--- config.mk ---
export PLATFORM = sky130hd
export DESIGN_NAME = csa_accum_sequencer
export DESIGN_NICKNAME = d
export VERILOG_FILES = /design/src/rtl/csa_accum_sequencer.sv
export SDC_FILE = /design/constraint.sdc
export NUM_CORES = 1
export LEC_CHECK = 0
export CAP_MARGIN = 0
export CORE_MARGIN = 2
export CORE_UTILIZATION = 50
export DETAILED_ROUTE_END_ITERATION = 7
export HOLD_SLACK_MARGIN = 0.1
export PLACE_DENSITY = 0.74
export SLEW_MARGIN = 20
export SYNTH_ARGS = -nofsm -noshare
export SYNTH_HDL_FRONTEND = slang
export SYNTH_SLANG_ARGS = --single-unit
--- constraint.sdc ---
create_clock -name clk -period 6.8 [get_ports clk]
set_input_delay 1.36 -clock clk [delete_from_list [all_inputs] [get_ports clk]]
set_output_delay 1.36 -clock clk [all_outputs]
set_load 0.01 [all_outputs]
--- src/rtl/csa_accum_sequencer.sv ---
// csa_accum_sequencer: accumulates a counted stream of operands in carry-save form and resolves them to one result
module csa_fa (
  input  logic a,
  input  logic b,
  input  logic c,
  output logic s,
  output logic co
);
  assign s  = a ^ b ^ c;
  assign co = (a & b) | (a & c) | (b & c);
endmodule

module csa_accum_sequencer #(
  parameter int WIDTH = 32,
  parameter int CNT_W = 8
) (
  input  logic             clk,
  input  logic             rst_n,
  input  logic             start,
  input  logic [CNT_W-1:0] count,
  input  logic             in_valid,
  input  logic [WIDTH-1:0] in_data,
  output logic             in_ready,
  output logic             out_valid,
  output logic [WIDTH-1:0] out_data,
  input  logic             out_ready,
  output logic             busy
);
  typedef enum logic [1:0] {IDLE, ACCUM, RESOLVE, DONE} state_t;
  state_t           state_q, state_d;
  logic [WIDTH-1:0] sum_q, sum_d, car_q, car_d, out_q, out_d, car_sh, psum, sco;
  logic [CNT_W-1:0] rem_q, rem_d;
  logic             take;
  assign car_sh    = {car_q[WIDTH-2:0], 1'b0};
  assign in_ready  = state_q == ACCUM;
  assign out_valid = state_q == DONE;
  assign busy      = state_q != IDLE;
  assign out_data  = out_q;
  assign take      = in_valid && in_ready;
  genvar i;
  generate
    for (i = 0; i < WIDTH; i++) begin : g_csa
      csa_fa u_fa (.a(sum_q[i]), .b(car_sh[i]), .c(in_data[i]), .s(psum[i]), .co(sco[i]));
    end
  endgenerate
  // next state: job load, carry-save accumulation, single-cycle resolve, result handoff
  always_comb begin
    state_d = state_q;
    sum_d   = sum_q;
    car_d   = car_q;
    rem_d   = rem_q;
    out_d   = out_q;
    if (state_q == IDLE && start) begin
      sum_d   = '0;
      car_d   = '0;
      rem_d   = count;
      state_d = count != '0 ? ACCUM : RESOLVE;
    end
    if (take) begin
      sum_d   = psum;
      car_d   = sco;
      rem_d   = rem_q - CNT_W'(1);
      state_d = rem_q == CNT_W'(1) ? RESOLVE : ACCUM;
    end
    if (state_q == RESOLVE) begin
      out_d   = sum_q + car_sh;
      state_d = DONE;
    end
    if (out_valid && out_ready) state_d = IDLE;
  end
  // state and datapath registers, cleared asynchronously on reset
  always_ff @(posedge clk or negedge rst_n) begin
    if (!rst_n) begin
      state_q <= IDLE;
      sum_q   <= '0;
      car_q   <= '0;
      rem_q   <= '0;
      out_q   <= '0;
    end else begin
      state_q <= state_d;
      sum_q   <= sum_d;
      car_q   <= car_d;
      rem_q   <= rem_d;
      out_q   <= out_d;
    end
  end
endmodule

==> reports/summary.json <==
{
  "die": {
    "core_box_area_sq_um": 12060,
    "die_w_um": 115.4,
    "floorplan.die.height_um": 115.4,
    "number_of_core_rows": 40,
    "io_pins": 80,
    "design.die.area_sq_um": 13320,
    "floorplan.initialDensity_pct": 51.46
  },
  "drt": {
    "detail_route.drc_violations": 0,
    "antenna_left": 0,
    "num_vias": 4769,
    "detail_route.first_pass.iterations": 5,
    "wire_per_inst_um": 16.37,
    "drt_wl_total_um": 13620,
    "detail_route.vias_per_cell": 5.732,
    "drtIter0Drc": 332
  },
  "logic_synthesis": {
    "synth.area.mux_share_pct": 0.1613,
    "synth.area.top_cells": "sky130_fd_sc_hd__dfrtp_1 42%, sky130_fd_sc_hd__fa_1 10%, sky130_fd_sc_hd__a22o_1 8.0%",
    "yosys_most_used_dff": "sky130_fd_sc_hd__dfrtp_1",
    "seq_area_frac_synth_pct": 42.33,
    "post_synth_inst_count": 594,
    "combinational_family_with_the_most_area_after_synthesis": "compound AO/OA/AOI/OAI gates",
    "async_flop_share_pct": 100.0,
    "synth-edff-count": 0,
    "synthesis.yosys.warnings": 0,
    "mappedNetlistNets": 703,
    "synth.cell_area_sq_um": 6207,
    "yosysTopAreaCellShare_pct": 42.33,
    "synthAdderAreaFrac_pct": 16.65,
    "yosys.area_share.simple_pct": 11.73,
    "yosysUniqueCellTypes": 60,
    "synth_compound_area_share_pct": 22.35,
    "ys_ff_latch": 105,
    "synth-xor-area-share_pct": 3.528,
    "netlist.top_cell.by_area": "sky130_fd_sc_hd__dfrtp_1",
    "syn_area_per_cell_sq_um": 10.45
  },
  "cells_and_area": {
    "num_antenna_cells": 0,
    "total_nets_final": 769,
    "layout-drive-gt1-share_pct": 3.916,
    "synthToLayoutAreaGrowth_pct": 19.79,
    "final_common_cell": "sky130_fd_sc_hd__dfrtp_1",
    "mostFrequentLayoutCells": "105 x sky130_fd_sc_hd__dfrtp_1, 78 x sky130_fd_sc_hd__clkdlybuf4s50_1, 73 x sky130_fd_sc_hd__nand2_1",
    "filler_cell_count": 967,
    "final_cell_count_no_fill": 832
  },
  "place": {
    "number_of_buffers_added_on_ports": 79,
    "post-place-cells": 817,
    "dpl.hpwl_um": 9904,
    "finalWeightedCongestion": 0.8798
  },
  "clocking": {
    "clkSlewWorstSetupHoldPaths_ns": 0.07,
    "clock_tree.htree_level_count": 3,
    "clockBufferDepth": 2,
    "clkSinkCount": 105,
    "post-cts-setup-buffers": 0,
    "cts_repair_resizes": 0,
    "cts_inserted_buffers": 9,
    "tritoncts_clock_tree": "yes",
    "worst_skew_late_latency_ns": 0.35,
    "cts_hold_buffers": 0,
    "root_buffer_cell": "sky130_fd_sc_hd__clkbuf_16"
  },
  "global_route": {
    "pin_count_of_the_biggest_net_entering_global_routing": 70,
    "initial_antenna_violation_count": 0,
    "grt_pass1_vias": 4713,
    "grt_first_pass_wirelength_um": 23210,
    "grt_util_all_layers_pct": 22.10,
    "grt-ovfl-total": 0
  },
  "sta": {
    "period_needed_ns": 3.205,
    "relSlewSlack_pct": 50.29,
    "final_max_slew_viol_count": 0,
    "final-hold-violation-count": 0,
    "timing.clock.skew_ns": 0.007236,
    "max_freq_ghz": 0.3120,
    "fin_setup_tns_ns": 0,
    "setup_violations": 0,
    "timing.final.crit_share_pct": 47.14,
    "transition_time_at_the_pin_with_the_least_slew_margin_ns": 0.7457,
    "grt_setup_unrepaired": "false"
  },
  "power_and_ir_drop": {
    "fin_total_pwr_mw": 3.048,
    "part_of_the_power_in_combinational_logic_pct": 48.3,
    "sw_frac_of_total_pct": 40.31,
    "seqPwrFrac_pct": 32.8,
    "p_int_mw": 1.819,
    "leakage_nw": 3.281,
    "clock_power_share_pct": 18.9,
    "netSwitchingPower_mw": 1.229,
    "max_ir_drop_vdd_v": 0.0001612,
    "power.density_cell_area_nw_per_um2": 409.9
  },
  "setup_path": {
    "crit-reg2reg-launch": "car_q[0]$_DFFE_PN0P_",
    "timing.rr.end": "out_data[31]$_DFFE_PN0P_",
    "timing.critical_path.arrival_ns": 3.42,
    "cp.required_ns": 7.02,
    "critical-path-max-stage-delay_ns": 0.59,
    "startpoint_type": "primary input",
    "crit_slowest_cell": "sky130_fd_sc_hd__buf_4",
    "worst_path_most_repeated_cell": "sky130_fd_sc_hd__buf_4",
    "rr_worst_depth": 10,
    "worstSetupPathType": "primary input to register",
    "rrSetupSlack_ns": 3.91,
    "worstSetupEndpointType": "register",
    "worstPathMaxFanout": 69,
    "critical_path.cell_chain": "clkdlybuf4s50_1 -> and2_2 -> buf_4 -> nor2_4 -> buf_4 -> a21oi_1 -> o21ai_0"
  },
  "min_path": {
    "hold_class": "register to register",
    "whs_endpoint": "out_data[17]$_DFFE_PN0P_",
    "hold_depth": 2,
    "launch_point_of_the_worst_hold_path": "out_data[17]$_DFFE_PN0P_"
  },
  "flow_run": {
    "max_cap_violations": 0
  },
  "outcome": {
    "status": "finished clean"
  }
}
## state kept, by name, indices dropped and copies added (netlist names)
name	flops
car_q	31
out_data	32
rem_q	8
state_q	2
sum_q	32
## cells by family after synthesis
kind of cell | count (synthesis)
AOI/OAI and AO/OA | 202
xor gates and xnor gates | 25
adders and majority gates | 64
buffers and inverters | 44
DFF | 105
muxes | 1
and+or+nand+nor | 153
## worst max-delay path by stage
stage	slack (ns)	end	start	depth (start not counted)
4_1_cts	3.63	state_q[0]$_DFFE_PN0P_	in_valid	7
3_3_place_gp	3.34	state_q[0]$_DFFE_PN0P_	in_valid	7
3_5_place_dp	3.27	state_q[0]$_DFFE_PN0P_	in_valid	7
2_1_floorplan	4.28	rem_q[5]$_DFFE_PN0P_	in_valid	6
5_1_grt	3.44	state_q[0]$_DFFE_PN0P_	in_valid	7
6_report	3.59	state_q[0]$_DFFE_PN0P_	in_valid	7
## power by group through the flow
stage | registers (mW) | logic [mW] | clock network [mW]
after floorplan | 0.957 | 1.16 | 0
after CTS | 1.00 | 1.47 | 0.585
after global placement | 1.00 | 1.40 | 0
after global routing | 1.03 | 1.66 | 0.614
after detailed placement | 1.01 | 1.45 | 0
final | 1.00 | 1.47 | 0.575
## synth_stat cells (3+ instances only)
library cell,number
sky130_fd_sc_hd__o22ai_1,6
sky130_fd_sc_hd__clkbuf_1,18
sky130_fd_sc_hd__fa_1,31
sky130_fd_sc_hd__nor2_1,18
sky130_fd_sc_hd__ha_1,33
sky130_fd_sc_hd__and2_1,4
sky130_fd_sc_hd__a311oi_1,4
sky130_fd_sc_hd__nor4_1,5
sky130_fd_sc_hd__a31oi_1,4
sky130_fd_sc_hd__xnor2_1,11
sky130_fd_sc_hd__a22o_1,57
sky130_fd_sc_hd__and3_1,4
sky130_fd_sc_hd__nor2b_1,6
sky130_fd_sc_hd__o21bai_1,4
sky130_fd_sc_hd__nand3_1,14
sky130_fd_sc_hd__a41oi_1,3
sky130_fd_sc_hd__nand2_1,73
sky130_fd_sc_hd__dfrtp_1,105
sky130_fd_sc_hd__inv_1,16
sky130_fd_sc_hd__a21o_1,9
sky130_fd_sc_hd__clkbuf_2,3
sky130_fd_sc_hd__nor3_1,9
sky130_fd_sc_hd__a21oi_1,40
sky130_fd_sc_hd__xor2_1,14
sky130_fd_sc_hd__o21ai_0,48
sky130_fd_sc_hd__a21boi_0,3
sky130_fd_sc_hd__nand2b_1,4
## metrics by stage
step,hold WS [ns],area [sq um],setup WS [ns],util (%)
after global routing,0.5063,7436,3.441,61.65
after CTS,0.4841,7436,3.628,61.65
after detailed placement,0.4691,7106,3.274,58.91
after global placement,0.4592,7106,3.340,58.91
after floorplan,0.4658,6207,4.283,-
final,0.4753,7436,3.595,61.65
## layout make-up
cell class,count,area [sq um],share of cell area [%]
clock buffer,13,270.3,3.635
tap,168,210.2,2.827
multi-input combinational,445,3390,45.58
inverter,16,60.06,0.8077
sequential,105,2628,35.34
timing repair buffer,83,818.3,11.00
clock inverter,2,60.06,0.8077
## routing by layer
metal | share of wire, % | up-vias | wire, um | GRT usage [%]
met1 | 47 | 2312 | 6386 | 32.08
met3 | 4.4 | 19 | 601 | 3.452
li1 | - | 2305 | - | -
met2 | 47 | 133 | 6392 | 33.84
met5 | 0 | - | 0 | 0
met4 | 1.8 | 0 | 242 | 8.193
## critical path: cells and delay by family
kind                   cells  cell delay [ns]
buffers and inverters      3             1.40
AOI/OAI and AO/OA          2             0.37
and+or+nand+nor            2             0.22
(Power assumes the default switching activity.)
